<file path="src/rtl/ifetch_pkg.sv">
// Shared types for the instruction fetch unit: FSM encoding, fetch-buffer entry
// layout and the bus address alignment helper.
package ifetch_pkg;

  localparam int XLEN = 32;
  localparam logic [XLEN-1:0] INSTR_NOP = 32'h0000_0013;

  typedef enum logic [1:0] {
    ST_IDLE    = 2'd0,
    ST_REQ     = 2'd1,
    ST_WAIT    = 2'd2,
    ST_DISCARD = 2'd3
  } fetch_state_e;

  typedef struct packed {
    logic [XLEN-1:0] pc;
    logic [XLEN-1:0] instr;
  } fetch_entry_t;

  localparam int ENTRY_W = $bits(fetch_entry_t);

  function automatic logic [XLEN-1:0] word_align(input logic [XLEN-1:0] addr);
    return {addr[XLEN-1:2], 2'b00};
  endfunction

endpackage

</file>
<file path="src/rtl/ifetch_fifo.sv">
// Small synchronous FIFO for fetched {pc, instr} entries. Flush beats push;
// a push into a full buffer is accepted when a pop happens in the same cycle.
module ifetch_fifo
  import ifetch_pkg::*;
#(
  parameter int DEPTH = 2,
  localparam int PTR_W = $clog2(DEPTH)
) (
  input  logic         I_clk,
  input  logic         I_rst,
  input  logic         flush,
  input  logic         push,
  input  logic         pop,
  input  fetch_entry_t wdata,
  output fetch_entry_t rdata,
  output logic         full,
  output logic         empty,
  output logic [PTR_W:0] count
);

  fetch_entry_t     mem_reg [DEPTH];
  logic [PTR_W-1:0] wr_ptr_reg;
  logic [PTR_W-1:0] rd_ptr_reg;
  logic [PTR_W:0]   count_reg;
  logic             do_push;
  logic             do_pop;

  assign empty   = (count_reg == '0);
  assign full    = (count_reg == (PTR_W+1)'(DEPTH));
  assign do_pop  = pop && !empty;
  assign do_push = push && (!full || do_pop);
  assign count   = count_reg;

  // Register storage keeps the head visible combinationally to decode.
  assign rdata = mem_reg[rd_ptr_reg];

  genvar gi;
  generate
    for (gi = 0; gi < DEPTH; gi++) begin : g_entry
      always_ff @(posedge I_clk) begin
        if (I_rst) begin
          mem_reg[gi] <= '0;
        end else if (do_push && !flush && (wr_ptr_reg == PTR_W'(gi))) begin
          mem_reg[gi] <= wdata;
        end
      end
    end
  endgenerate

  always_ff @(posedge I_clk) begin
    if (I_rst || flush) begin
      wr_ptr_reg <= '0;
      rd_ptr_reg <= '0;
      count_reg  <= '0;
    end else begin
      if (do_push) wr_ptr_reg <= wr_ptr_reg + 1'b1;
      if (do_pop)  rd_ptr_reg <= rd_ptr_reg + 1'b1;
      case ({do_push, do_pop})
        2'b10:   count_reg <= count_reg + 1'b1;
        2'b01:   count_reg <= count_reg - 1'b1;
        default: count_reg <= count_reg;
      endcase
    end
  end

endmodule

</file>
<file path="src/rtl/ifetch_unit.sv">
// Instruction fetch engine: issues word fetches at the current PC, buffers
// returned instructions for decode and steers the PC register's next value.
module ifetch_unit
  import ifetch_pkg::*;
#(
  parameter int               DEPTH   = 2,
  parameter logic [XLEN-1:0]  PC_STEP = 32'h4
) (
  input  logic            I_clk,
  input  logic            I_rst,
  input  logic [XLEN-1:0] I_pc,
  output logic [XLEN-1:0] O_next_pc,
  output logic            O_mem_req,
  output logic [XLEN-1:0] O_mem_addr,
  input  logic            I_mem_ack,
  input  logic [XLEN-1:0] I_mem_rdata,
  output logic            O_instr_valid,
  output logic [XLEN-1:0] O_instr,
  output logic [XLEN-1:0] O_instr_pc,
  input  logic            I_instr_ready,
  input  logic            I_redirect,
  input  logic [XLEN-1:0] I_redirect_pc
);

  localparam int CNT_W = $clog2(DEPTH) + 1;

  fetch_state_e    state_reg;
  fetch_state_e    state_next;
  logic [XLEN-1:0] addr_reg;
  logic [XLEN-1:0] addr_next;

  logic            req_ack;
  logic            push;
  logic            pop;
  logic            fifo_full;
  logic            fifo_empty;
  logic [CNT_W-1:0] fifo_count;
  logic [CNT_W:0]   count_after;
  logic            full_after;
  fetch_entry_t    head;
  fetch_entry_t    wentry;

  assign req_ack = (state_reg == ST_REQ) && I_mem_ack;
  assign push    = req_ack && !I_redirect;
  // A redirect drops the head even when decode is ready that cycle.
  assign pop     = O_instr_valid && I_instr_ready && !I_redirect;

  assign count_after = {1'b0, fifo_count} + (CNT_W+1)'(push) - (CNT_W+1)'(pop);
  assign full_after  = (count_after == (CNT_W+1)'(DEPTH));

  assign wentry = '{pc: I_pc, instr: I_mem_rdata};

  ifetch_fifo #(.DEPTH(DEPTH)) u_fifo (
    .I_clk (I_clk),
    .I_rst (I_rst),
    .flush (I_redirect),
    .push  (push),
    .pop   (pop),
    .wdata (wentry),
    .rdata (head),
    .full  (fifo_full),
    .empty (fifo_empty),
    .count (fifo_count)
  );

  assign O_instr_valid = !fifo_empty;
  assign O_instr       = head.instr;
  assign O_instr_pc    = head.pc;

  assign O_next_pc = I_redirect ? I_redirect_pc :
                     req_ack    ? (I_pc + PC_STEP) : I_pc;

  always_ff @(posedge I_clk) begin
    if (I_rst) begin
      state_reg <= ST_IDLE;
      addr_reg  <= '0;
    end else begin
      state_reg <= state_next;
      addr_reg  <= addr_next;
    end
  end

  always_comb begin
    state_next = state_reg;
    addr_next  = addr_reg;
    O_mem_req  = 1'b0;
    O_mem_addr = addr_reg;
    case (state_reg)
      ST_IDLE: begin
        state_next = ST_REQ;
      end
      ST_REQ: begin
        O_mem_req  = 1'b1;
        O_mem_addr = word_align(I_pc);
        addr_next  = word_align(I_pc);
        // An unacknowledged request cannot be withdrawn, so it is drained in DISCARD.
        if (I_redirect) begin
          state_next = I_mem_ack ? ST_REQ : ST_DISCARD;
        end else if (I_mem_ack && full_after) begin
          state_next = ST_WAIT;
        end
      end
      ST_WAIT: begin
        if (I_redirect || !fifo_full) state_next = ST_REQ;
      end
      ST_DISCARD: begin
        O_mem_req = 1'b1;
        if (I_mem_ack) state_next = ST_REQ;
      end
      default: begin
        state_next = ST_IDLE;
      end
    endcase
  end

endmodule

</file>
<file path="config.mk">
export PLATFORM = sky130hd
export DESIGN_NAME = ifetch_unit
export DESIGN_NICKNAME = d
export VERILOG_FILES = /design/src/rtl/ifetch_pkg.sv /design/src/rtl/ifetch_fifo.sv /design/src/rtl/ifetch_unit.sv
export SDC_FILE = /design/constraint.sdc
export NUM_CORES = 1
export LEC_CHECK = 0
export BUFFER_PORTS_ARGS = -buffer_cell sky130_fd_sc_hd__buf_2
export CAP_MARGIN = 20
export CORE_MARGIN = 4
export CORE_UTILIZATION = 35
export CTS_CLUSTER_DIAMETER = 50
export CTS_CLUSTER_SIZE = 16
export DETAILED_ROUTE_END_ITERATION = 16
export GPL_TIMING_DRIVEN = 0
export PLACE_DENSITY = 0.63
export SYNTH_ARGS = -nofsm -noshare
export SYNTH_HDL_FRONTEND = slang
export SYNTH_SLANG_ARGS = --single-unit
export TNS_END_PERCENT = 1
</file>
<file path="constraint.sdc">
create_clock -name I_clk -period 8.4 [get_ports I_clk]
set_input_delay 0.84 -clock I_clk [delete_from_list [all_inputs] [get_ports I_clk]]
set_output_delay 0.84 -clock I_clk [all_outputs]
set_load 0.01 [all_outputs]
</file>
==> results by group <==
Power and ir drop
  – Internal power: roughly 1.4 mW
  – Pwr dens: approximately 180 nW/um^2
  – Comb pwr share: around an eighth
  – Clock power share: a little under two fifths
  – Net Switching: about 480 uW
  – VDD IR max: between 0.0001 and 0.00015 V
  – Sw Share: 25.5%
  – Pleak: roughly 4.3 nW
  – Seq pwr share: 49.1%

Floorplan
  – Core area: roughly 23000 sq um
  – Die Span X: 162 microns
  – Die Ht: approximately 160 microns
  – Row count: 56
  – Initial core utilization: a little over a third
  – I/O pins: around 230
  – Die area: 26400 sq um

Clock tree
  – Clock transition at path regs: approximately 0.070 ns
  – Num CTS Buffers: 17
  – Post-CTS Hold Buffers: 0
  – Post-CTS setup buffers: 0
  – H-tree levels: 4
  – CTS-repair resized insts: 0
  – Clk_lat worst skew: 0.42 ns
  – Max Root-Sink Buffers: 2
  – # clock sinks: between 150 and 200
  – CTS tree: built
  – Root Buffer: clkbuf_16

Timing
  – RSZ-0062 raised after global routing: false
  – Measured slew at the worst slew-check pin: 0.954 ns
  – Slew margin rel.: a little over a third
  – Final setup violation count: 0
  – Fmax: between 200 and 300 MHz
  – Tmin final: between 3 and 4 ns
  – Endpoints failing hold: 0
  – Clock skew: approximately 0.015 ns
  – Post-route setup TNS: 0 ns
  – Fin. max-slew vios: 0
  – Fin crit share: between 40 and 50%

Route
  – Vias: between 6000 and 7000
  – WL final: roughly 24000 microns
  – Vias/cell: 4.94
  – Iter 0 DRT Violations: 395
  – DRT Pass-1 Iters: 5
  – Post-DR wirelength/cell: about 19 microns
  – Antenna Violating Nets Remaining: 0
  – DRC Markers: 0

Global route
  – Gr ovfl total: 0
  – First-pass GRT wire length: roughly 37000 microns
  – Initial antenna violation count: 0
  – Total track usage: between 10% and 20%
  – Number of global-route vias before repair: between 6000 and 7000
  – Largest net degree at the start of global routing: 43

Placement
  – Port Buf Inserts: 225
  – RePlAce Congestion: around 0.81
  – Placed cells: between 1000 and 1500
  – Detailed Place HPWL: 17500 microns

Logic synthesis
  – Register bit total from synthesis: 167
  – Synth Warn #: 0
  – Asr flop ratio synth: 0%
  – Yosys top cell area share: 46.1%
  – Syn nets: 810
  – Post-synthesis cell count: 705
  – Avg Synthesized Cell Area: between 10 and 15 sq um
  – Post-synth EDFFs: ~130
  – Synth Flop Type: edfxtp_1
  – Yosys cell types: 56
  – Register area share after synthesis: ~55%
  – Mapped Area: around 8300 sq um
  – Synth top area cells: edfxtp_1 46%, mux2_2 12%, dfxtp_1 9.4%
  – Leading area contributor after synthesis: edfxtp_1

Setup path
  – Required @ worst endpoint: roughly 8.7 ns
  – Setup crit start kind: input port
  – Reg2reg setup slack: between 5 and 6 ns
  – Critical Path End Type: flip-flop
  – Crit path capture: state_reg[1]$_SDFFE_PP0P_
  – CP peak stage delay: just under 0.8 ns
  – CP Cell Sequence: clkbuf_1 > clkbuf_1 > buf_1 > nor2_1 > ha_1 > inv_1 > ha_1 > inv_1 > fa_1 > nor2_1 > a31oi_1 > o32a_1 > nor2_1
  – Crit path DAT: 4.12 ns
  – Crit path from: I_redirect
  – CP Class: input port to flip-flop
  – CP max-delay cell: clkbuf_1
  – Reg2reg start: state_reg[0]$_SDFFE_PP0P_
  – Register-to-Register Path Depth: 6
  – Critical path fanouts, max: 10
  – Top cell by count, worst path: nor2_1
  – Reg-to-reg endpoint: u_fifo.mem_reg[1][13]$_SDFFCE_PN0P_

Cells and area
  – Most frequent cells in the layout: 229 x buf_2, 128 x edfxtp_1, 123 x and2_1, 91 x mux2_2, 41 x clkbuf_1
  – Fillers: around 2200
  – Final nets: roughly 1100
  – Share of cells above drive strength 1: 39.0%
  – Max FFs per register: ~130
  – Diodes inserted: 0
  – Commonest non-fill, non-tap cell in the layout: buf_2
  – Post-Layout Cell Count: approximately 1300
  – Area delta synth->final: 25.8%

Flow run
  – # Max-Cap Violations: 0

Min path
  – Hold WC Path Type: flip-flop to flip-flop

Run status
  – Status: finished clean
worst max-delay path: cells and delay by family:
kind,cells,cell delay (ns)
AO/OA/AOI/OAI,2,0.41
AND/OR/NAND/NOR,3,0.20
adder cells (fa/ha/maj),3,0.90
buffers and inverters,5,1.77
Yosys cell counts, types with 2 or more instances:
library cell,n
edfxtp_1,128
and2_1,123
mux2_2,91
clkbuf_1,40
dfxtp_1,39
nand2_1,33
nor2b_1,32
nor2_1,29
or4_1,20
a31oi_1,17
o21ai_0,16
nand3_1,15
o31ai_1,14
inv_1,9
nand4_1,9
nor4_1,9
xnor2_1,8
nor3_1,5
xor2_1,5
and3_1,4
buf_2,4
clkbuf_8,4
or3_1,4
and3_2,3
buf_6,3
clkbuf_2,3
ha_1,3
and2_2,2
mux2i_1,2
nand2b_1,2
o211ai_1,2
o41ai_1,2
or2_2,2
power by group through the flow:
stage                     Combinational (mW)  Clock, mW  Sequential [mW]
after global placement                 0.237          0            0.955
after global routing                   0.264      0.778            0.938
final                                  0.241      0.726            0.934
after floorplan                        0.126          0            0.952
after CTS                              0.244      0.743            0.934
after detailed placement               0.243          0            0.953
cells by family (layout without fill, tap and decap cells):
kind of cell | Yosys count | after routing | synth area share, %
XOR/XNOR | 13 | 13 | 1.37
AND/OR/NAND/NOR | 302 | 302 | 21.3
multiplexers | 93 | 93 | 12.5
buffers and inverters | 66 | 326 | 3.87
AO/OA/AOI/OAI | 60 | 60 | 4.82
flip-flops | 167 | 167 | 55.5
adder cells (fa/ha/maj) | 4 | 4 | 0.690
routing by layer:
layer / track usage, % / routed length [microns]
met5: 0 / 0
met4: 5.11 / 384
met3: 4.02 / 1560
met2: 29.2 / 11400
met1: 24.3 / 10500
area by class of cell:
type | count | area (sq um) | area share (%)
Buffer | 56 | 285 | 2.72
Clock buffer | 19 | 443 | 4.22
Clock inverter | 13 | 92.6 | 0.883
Inverter | 10 | 37.5 | 0.358
Multi-Input combinational cell | 472 | 3410 | 32.5
Sequential cell | 167 | 4620 | 44.1
Tap cell | 319 | 399 | 3.81
Timing Repair Buffer | 228 | 1190 | 11.4
how the worst min path moves through the flow:
| stage | startpoint | endpoint | slack, ns | depth (start not counted) |
|---|---|---|---|---|
| 2_1_floorplan | u_fifo.rd_ptr_reg$_SDFFE_PP0N_ | flip-flop | 0.52 | 2 |
| 3_3_place_gp | u_fifo.rd_ptr_reg$_SDFFE_PP0N_ | u_fifo.rd_ptr_reg$_SDFFE_PP0N_ | 0.54 | 2 |
| 3_5_place_dp | u_fifo.rd_ptr_reg$_SDFFE_PP0N_ | flip-flop | 0.55 | 2 |
| 4_1_cts | u_fifo.rd_ptr_reg$_SDFFE_PP0N_ | u_fifo.rd_ptr_reg$_SDFFE_PP0N_ | 0.57 | 2 |
| 5_1_grt | u_fifo.rd_ptr_reg$_SDFFE_PP0N_ | u_fifo.rd_ptr_reg$_SDFFE_PP0N_ | 0.59 | 2 |
| 6_report | u_fifo.rd_ptr_reg$_SDFFE_PP0N_ | u_fifo.rd_ptr_reg$_SDFFE_PP0N_ | 0.57 | 2 |
through the flow:
stage | hold WS (ns) | utilization (%) | total power, mW | instance area, sq um | setup WS (ns)
2_1_floorplan | 0.520 | - | 1.08 | 8340 | 3.40
3_3_place_gp | 0.541 | 42.0 | 1.19 | 9860 | 1.06
3_5_place_dp | 0.546 | 42.4 | 1.20 | 9950 | 4.16
4_1_cts | 0.572 | 44.7 | 1.92 | 10500 | 4.63
5_1_grt | 0.587 | 44.7 | 1.98 | 10500 | 4.47
6_report | 0.569 | 44.7 | 1.90 | 10500 | 4.58
Power figures use the tool's default switching activity.
